==> src/rtl/counter_seq_pkg.sv <==
// Shared types and constants for the counter sequencer and its watchdog.
package counter_seq_pkg;

    typedef enum logic [2:0] {
        IDLE  = 3'd0,
        CLEAR = 3'd1,
        LOAD  = 3'd2,
        RUN   = 3'd3,
        DONE  = 3'd4
    } seq_state_t;

    localparam logic DIR_DOWN = 1'b0;
    localparam logic DIR_UP   = 1'b1;

    // The tick that ends a period depends on the captured count direction.
    function automatic logic terminal_sel(input logic dir, input logic max_tick, input logic min_tick);
        return (dir == DIR_UP) ? max_tick : min_tick;
    endfunction

endpackage

==> src/rtl/counter_seq_watchdog.sv <==
// Counts consecutive RUN cycles without a terminal tick; expires on the (2^N+1)-th.
// Only instantiated when COUNTER_SEQ_TIMEOUT_EN is defined.
module counter_seq_watchdog #(
    parameter int N = 4
) (
    input  logic clk,
    input  logic reset,
    input  logic run,
    input  logic restart,
    output logic expired
);

    localparam logic [N:0] LIMIT = {1'b1, {N{1'b0}}};

    logic [N:0] count_r;

    // Count non-terminal RUN cycles; saturates at the limit until the next reload.
    always_ff @(posedge clk or negedge reset) begin
        if (!reset) begin
            count_r <= {(N+1){1'b0}};
        end else if (restart) begin
            count_r <= {(N+1){1'b0}};
        end else if (run && (count_r != LIMIT)) begin
            count_r <= count_r + {{N{1'b0}}, 1'b1};
        end else begin
            count_r <= count_r;
        end
    end

    assign expired = run && (count_r == LIMIT);

endmodule

==> src/rtl/counter_sequencer.sv <==
// Sequences an N-bit binary counter through clear -> load -> run, one-shot or periodic.
// Optional RUN watchdog enabled by defining COUNTER_SEQ_TIMEOUT_EN.
module counter_sequencer
    import counter_seq_pkg::*;
#(
    parameter int N = 4,
    parameter int P = 8
) (
    input  logic         clk,
    input  logic         reset,
    input  logic         cmd_valid,
    output logic         cmd_ready,
    input  logic         cmd_up,
    input  logic         cmd_periodic,
    input  logic [N-1:0] cmd_value,
    input  logic         stop,
    output logic         syncClear,
    output logic         load,
    output logic [N-1:0] loadValue,
    output logic         enable,
    output logic         upCount,
    input  logic         maxTick,
    input  logic         minTick,
    output logic         busy,
    output logic         done,
    output logic         period_tick,
    output logic [P-1:0] period_cnt,
    output logic         timeout_err
);

    seq_state_t   state_r;
    logic         dir_r;
    logic         periodic_r;
    logic [N-1:0] value_r;
    logic [P-1:0] period_cnt_r;
    logic         cmd_ready_r;
    logic         busy_r;
    logic         sync_clear_r;
    logic         load_r;
    logic         done_r;
    logic         up_count_r;

    logic         in_run_s;
    logic         terminal_s;
    logic         expired_s;
    logic         to_idle_s;

    assign in_run_s   = (state_r == RUN);
    assign terminal_s = terminal_sel(dir_r, maxTick, minTick);

`ifdef COUNTER_SEQ_TIMEOUT_EN
    logic wd_expired_s;

    counter_seq_watchdog #(.N(N)) u_watchdog (
        .clk     (clk),
        .reset   (reset),
        .run     (in_run_s && !terminal_s),
        .restart (state_r == LOAD),
        .expired (wd_expired_s)
    );

    assign expired_s   = wd_expired_s;
    assign timeout_err = wd_expired_s && !stop;
`else
    assign expired_s   = 1'b0;
    assign timeout_err = 1'b0;
`endif

    // Stop wins over a same-cycle terminal; DONE always falls back to IDLE.
    assign to_idle_s = (state_r == DONE)
                     || (stop && ((state_r == CLEAR) || (state_r == LOAD) || (state_r == RUN)))
                     || expired_s;

    // Sequencer FSM with registered strobes and captured command.
    always_ff @(posedge clk or negedge reset) begin
        if (!reset) begin
            state_r      <= IDLE;
            dir_r        <= DIR_DOWN;
            periodic_r   <= 1'b0;
            value_r      <= {N{1'b0}};
            period_cnt_r <= {P{1'b0}};
            cmd_ready_r  <= 1'b1;
            busy_r       <= 1'b0;
            sync_clear_r <= 1'b0;
            load_r       <= 1'b0;
            done_r       <= 1'b0;
            up_count_r   <= 1'b0;
        end else begin
            sync_clear_r <= 1'b0;
            load_r       <= 1'b0;
            done_r       <= 1'b0;
            if (to_idle_s) begin
                state_r     <= IDLE;
                cmd_ready_r <= 1'b1;
                busy_r      <= 1'b0;
                up_count_r  <= 1'b0;
            end else begin
                case (state_r)
                    IDLE: begin
                        if (cmd_valid) begin
                            dir_r        <= cmd_up;
                            periodic_r   <= cmd_periodic;
                            value_r      <= cmd_value;
                            period_cnt_r <= {P{1'b0}};
                            up_count_r   <= cmd_up;
                            cmd_ready_r  <= 1'b0;
                            busy_r       <= 1'b1;
                            sync_clear_r <= 1'b1;
                            state_r      <= CLEAR;
                        end else begin
                            state_r <= IDLE;
                        end
                    end
                    CLEAR: begin
                        load_r  <= 1'b1;
                        state_r <= LOAD;
                    end
                    LOAD: begin
                        state_r <= RUN;
                    end
                    RUN: begin
                        if (terminal_s) begin
                            period_cnt_r <= period_cnt_r + {{(P-1){1'b0}}, 1'b1};
                            if (periodic_r) begin
                                load_r  <= 1'b1;
                                state_r <= LOAD;
                            end else begin
                                done_r  <= 1'b1;
                                state_r <= DONE;
                            end
                        end else begin
                            state_r <= RUN;
                        end
                    end
                    default: begin
                        state_r     <= IDLE;
                        cmd_ready_r <= 1'b1;
                        busy_r      <= 1'b0;
                        up_count_r  <= 1'b0;
                    end
                endcase
            end
        end
    end

    assign cmd_ready   = cmd_ready_r;
    assign busy        = busy_r;
    assign syncClear   = sync_clear_r;
    assign load        = load_r;
    assign done        = done_r;
    assign loadValue   = value_r;
    assign upCount     = up_count_r;
    assign period_cnt  = period_cnt_r;
    // The counter must freeze on its terminal value and on any abort.
    assign enable      = in_run_s && !terminal_s && !stop && !expired_s;
    assign period_tick = in_run_s && terminal_s && !stop;

endmodule

==> config.mk <==
export PLATFORM = sky130hd
export DESIGN_NAME = counter_sequencer
export DESIGN_NICKNAME = d
export VERILOG_FILES = /design/src/rtl/counter_seq_pkg.sv /design/src/rtl/counter_seq_watchdog.sv /design/src/rtl/counter_sequencer.sv
export SDC_FILE = /design/constraint.sdc
export NUM_CORES = 1
export LEC_CHECK = 0
export BUFFER_PORTS_ARGS = -buffer_cell sky130_fd_sc_hd__buf_2
export CORE_MARGIN = 1
export CORE_UTILIZATION = 53
export CTS_BUF_LIST = sky130_fd_sc_hd__clkbuf_2 sky130_fd_sc_hd__clkbuf_4 sky130_fd_sc_hd__clkbuf_8
export CTS_CLUSTER_DIAMETER = 30
export DETAILED_ROUTE_END_ITERATION = 8
export HOLD_SLACK_MARGIN = 0.08
export PLACE_DENSITY = 0.8
export RECOVER_POWER = 100
export REMOVE_ABC_BUFFERS = 1
export SKIP_CTS_REPAIR_TIMING = 1
export SLEW_MARGIN = 20
export SYNTH_ARGS = -nofsm -noshare
export SYNTH_HDL_FRONTEND = slang
export SYNTH_HIERARCHICAL = 1
export SYNTH_SLANG_ARGS = --single-unit
==> constraint.sdc <==
create_clock -name clk -period 2.1 [get_ports clk]
set_input_delay 0.21 -clock clk [delete_from_list [all_inputs] [get_ports clk]]
set_output_delay 0.21 -clock clk [all_outputs]
set_load 0.005 [all_outputs]
After elaboration in Yosys (flattened, before gate mapping). Index checks and enable logic that the tools add are counted.

Output and inout bits: 21. Bits in registers: 23.

Bitwise operators: 1. Reduce and logical (&&, ||, !) cells: 16. Equality and inequality tests: 8. Add/sub/neg operators: 1. Muxes and demuxes: 29.

Operator list (number): $mux 1 (18); $mux 8 (2); $pmux 8 s2 (1); $pmux 3 s4 (1); $mux 3 (3); $add 8x1->8 const B (1); $pmux 1 s2 (4); $eq 3x2->1 const B (2); $logic_and 1x1->1 (5); $ne 2x1->1 const B (2); $reduce_and 4->1 (1); $eq 3x1->1 const B (1); $eq 3x3->1 const B (1); $logic_not 3->1 (1); $logic_or 1x1->1 (3); $ne 3x3->1 const B (1); $reduce_and 3->1 (1); $reduce_or 3->1 (1); $logic_not 1->1 (2); $ne 2x2->1 const B (1); $reduce_and 2->1 (1); $reduce_bool 2->1 (1); $not 1->1 (1).

Logic depth before layout (Yosys ltp).
Word-level depth: 7. Mapped depth: 5. Mapped depth without buffers: 4.

Worst setup path after synthesis. OpenSTA, ideal clock, no wires.

Kind: reg2reg. Start: register state_r[2]. End: register period_cnt_r[0], in the netlist period_cnt[0]. Stages on the path, launching flop included: 6. Slack: 0.505 ns. Required time: 1.975 ns. Arrival: 1.470 ns. Path buffers: 1. Clock period less this slack: 1.595 ns. Cells stage by stage: dfrtp_1 -> buf_6 -> or4b_4 -> clkinv_4 -> a21oi_4 -> mux2_4.

Longest elaborated chain between the ends: 7. Elaborated cells between the ends (all ways): 15.

Ends and longest elaborated chain: from (decl) (RTL line counter_sequencer.sv:31) `seq_state_t state_r;`; from (signal assigned) (RTL line counter_sequencer.sv:77) `state_r <= IDLE;`; from (signal assigned) (RTL line counter_sequencer.sv:93) `state_r <= IDLE;`; from (signal assigned) (RTL line counter_sequencer.sv:109) `state_r <= CLEAR;`; $eq 3x1->1 / $eq 3x2->1 (equally long branches) (RTL line counter_sequencer.sv:71) `|| (stop && ((state_r == CLEAR) || (state_r == LOAD) || (state_r == RUN)))`; $logic_or 1x1->1 (2 in series) (RTL line counter_sequencer.sv:71); $logic_and 1x1->1 (RTL line counter_sequencer.sv:71); $logic_or 1x1->1 (RTL line counter_sequencer.sv:71); $not 1->1 (no line); $reduce_and 4->1 (no line); to (signal assigned) (RTL line counter_sequencer.sv:81) `period_cnt_r <= {P{1'b0}};`; to (signal assigned) (RTL line counter_sequencer.sv:104) `period_cnt_r <= {P{1'b0}};`; to (signal assigned) (RTL line counter_sequencer.sv:123) `period_cnt_r <= period_cnt_r + {{(P-1){1'b0}}, 1'b1};`; to (decl) (RTL line counter_sequencer.sv:35) `logic [P-1:0] period_cnt_r;`.

Parallel ways exist; a longest one is shown, timed or not. A chain may end at the register's enable or synchronous reset.

Worst setup path in the final report.
Start: register state_r[2]. End: register period_cnt_r[1], in the netlist period_cnt[1].

Same word-level chain as after synthesis.

==> out/qor.yml <==
run_status:
  status: "finished, final reports clean"
timing:
  finalHoldViolations: 0
  max_freq_mhz: 503.9
  fin_ws_ns: 0.1154
  maxSlewViolCount: 0
  setup_viol: 0
  slew_headroom_pct: 19.87
  fin_worst_skew_ns: 0.01251
  fin_crit_sh_pct: 94.50
  fin_crit_ns: 1.985
  rsz0062_at_grt: "false"
  fin_tns_setup_ns: 0
  worst_slew_pin_slew_ns: 1.202
critical_path:
  crit_end: "period_cnt[1]$_DFFE_PN0P_"
  cp.depth: 4
  critPathLaunch: "state_r[2]$_DFF_PN0_"
  reg2reg_depth: 4
  path_buf_inv: 1
  r2r-end: "period_cnt[1]$_DFFE_PN0P_"
  crit_path_max_incr_delay_ns: 0.79
  crit_type: "reg -> reg"
  cp_top_family: "simple AND/OR/NAND/NOR gates"
  arrival_ns: 2.19
  crit_path_end_kind: "flip-flop"
  cp.required_ns: 2.31
  rrSetupSlack_ns: 0.12
  critPathSlowestCell: "or4b_1"
  reg2reg_from: "state_r[2]$_DFF_PN0_"
  path_cells: "or4b_1 > clkinv_4 > a21oi_4 > mux2_1"
  critPathMaxFanout: 12
  cp-start-kind: "flip-flop"
synthesis:
  synth-seq-cells: 23
  synthArstFlopShare_pct: 100.0
  ys_top_cells_by_count: "nand2_1 (26), dfrtp_1 (22), a21oi_1 (6)"
  ys_types: 35
  synth-edff-count: 0
  synthFlopType: "dfrtp_1"
  yosys-top-cells-area: "dfrtp_1 (49%), nand2_1 (8.6%), mux2i_1 (4.4%)"
  synth_area_mm2: 0.001131
  ys_seq_area_share_pct: 51.00
  postSynthAreaPerCell_um2: 10.19
  synth.most_common_cell: "nand2_1"
  syn_inst: 111
  synth.largest_area_cell: "dfrtp_1"
  synth_warnings: 6
  synth_top_area_share_pct: 48.67
die:
  core_mm2: 0.001982
  die_area_mm2: 0.002323
  initial_utilization_pct: 57.07
  die_h_um: 48.20
  die_width_um: 48.20
  pin_count: 33
  rows: 16
clock_tree:
  path_clk_slew_ns: 0.13
  clockBufferDepth: 2
  cts_sinks: 23
  ctsRootBufferMaster: "clkbuf_4"
  cts_tree: "built"
  clk_latency_ns: 0.33
  numCtsBuffers: 3
  htreeDepth: 1
place:
  place_inst: 164
  pre_cts_ws_ns: 0.3591
  globalplace.congestion: 0.8089
  place.port_buffers: 31
  post-dp-hpwl_um: 1645
finish:
  n_antenna_cell: 0
  multi_input_area_um2: 495.5
  final-seq-area_um2: 576.8
  areaGrowthSynthToFinish_pct: 15.93
  fin_nets: 157
  drive_gt1_share_pct: 19.58
  fillers: 181
  fin_cells: 170
hold_path:
  min_path_type: "in -> reg"
route:
  routed_wl_um: 2343
  drtAntennaViolNets: 0
  firstDrtPassIters: 4
  wl_per_cell_um: 13.78
  vias_per_cell: 5.424
  post-route-drc-count: 0
  drt-initial-drc-count: 33
  dr_total_vias: 922
power_and_ir_drop:
  power.leakage_nw: 0.6214
  powerDensity_mw_per_mm2: 1022
  vdd_drop_max_v: 0.0006466
  p_total_w: 0.001340
global_routing:
  grt.busiest_layer: "met2"
  met1_usage_pct: 33.02
  grt.total_usage_pct: 23.99
  use_met2_pct: 35.73
  grt_pass1_vias: 841
  grt_pass1_wl_um: 3788
  grtUsageMet3_pct: 6.667
  grt_max_degree: 24
  antenna_found_initial: 0
  overflow: 0
job:
  maxCapViolCount: 0
[cell usage in the layout (no fill, tap or decap), drive strengths merged]
cell type | netlist | routed
mux2i | 5 | 5
nand4 | 2 | 2
a21oi | 7 | 7
clkbuf | 3 | 18
nand3 | 4 | 4
and4bb | 1 | 1
nand2b | 3 | 3
nor4 | 2 | 2
dlygate4sd3 | 0 | 2
a2111oi | 1 | 1
dfstp | 1 | 1
mux2 | 4 | 4
nor2 | 4 | 4
clkinvlp | 0 | 1
nor4b | 2 | 2
o31ai | 2 | 2
ha | 1 | 1
nand2 | 26 | 26
nor3 | 3 | 3
or2 | 1 | 1
and4b | 1 | 1
nand4bb | 1 | 1
and4 | 1 | 1
or4b | 1 | 1
clkinv | 1 | 1
dfrtp | 22 | 22
inv | 1 | 1
o21ai | 2 | 2
conb | 1 | 1
nor2b | 2 | 2
or3b | 1 | 1
buf | 3 | 17
or4 | 2 | 2
[report_power, final]
group          switching (W)  total, W  internal [W]
clock               0.000140  0.000213     0.0000730
combinational       0.000258  0.000440      0.000182
sequential          0.000115  0.000686      0.000571
[state kept, by name, indices dropped and copies added (netlist names)]
name        cells
busy            1
dir_r           1
loadValue       4
state_r         3
load            1
upCount         1
periodic_r      1
cmd_ready       1
period_cnt      8
done            1
syncClear       1
[worst min path at each step]
| stage | from | endpoint | cells after the start |
|---|---|---|---|
| 3_3_place_gp | reset | period_cnt[5]$_DFFE_PN0P_ | 1 |
| 3_5_place_dp | reset | loadValue[3]$_DFFE_PN0P_ | 1 |
| 6_report | cmd_value[0] | loadValue[0]$_DFFE_PN0P_ | 3 |
| 5_1_grt | cmd_up | dir_r$_DFFE_PN0P_ | 3 |
| 4_1_cts | reset | period_cnt[7]$_DFFE_PN0P_ | 1 |
| 2_1_floorplan | reset | busy$_DFFE_PN0P_ | 0 |
[cell families (layout without fill, tap and decap cells)]
family / count (synthesis) / after routing / synth area share, %
AND/OR/NAND/NOR: 57 / 57 / 27.21
AO/OA/AOI/OAI: 12 / 12 / 7.080
flip-flops: 23 / 23 / 51.00
multiplexers: 9 / 9 / 9.071
other: 1 / 1 / 0.3315
adder cells (fa/ha/maj): 1 / 1 / 1.106
buffers and inverters: 8 / 40 / 4.203
[final cells by class]
cell class	count	area share [%]
Tap cell	27	2.576
Inverter	2	0.9542
Sequential cell	23	43.99
Timing Repair Buffer	34	12.40
Clock buffer	3	1.718
Multi-Input combinational cell	80	37.79
Clock inverter	1	0.5725
[tightest hold or removal path, stage by stage]
cell	delay (ns)
buf_2	0.07
nand2_1	0.04
nand2_1	0.05
[metal layers]
layer / share of wire [%] / vias up / wire length, um
li1: - / 456 / -
met1: 48 / 437 / 1117
met2: 46 / 24 / 1082
met3: 4.7 / 5 / 109
met4: 1.4 / 0 / 33
met5: 0 / - / 0
[metrics by stage]
stage / hold WS, ns / area, um^2 / util, %
3_3_place_gp: 0.1977 / 1292 / 65.21
6_report: 0.05978 / 1311 / 66.16
2_1_floorplan: -0.08559 / 1096 / -
4_1_cts: -0.1614 / 1323 / 66.73
5_1_grt: 0.08606 / 1311 / 66.16
3_5_place_dp: 0.2091 / 1292 / 65.21
Note: power is estimated with default switching activity, not from simulation.
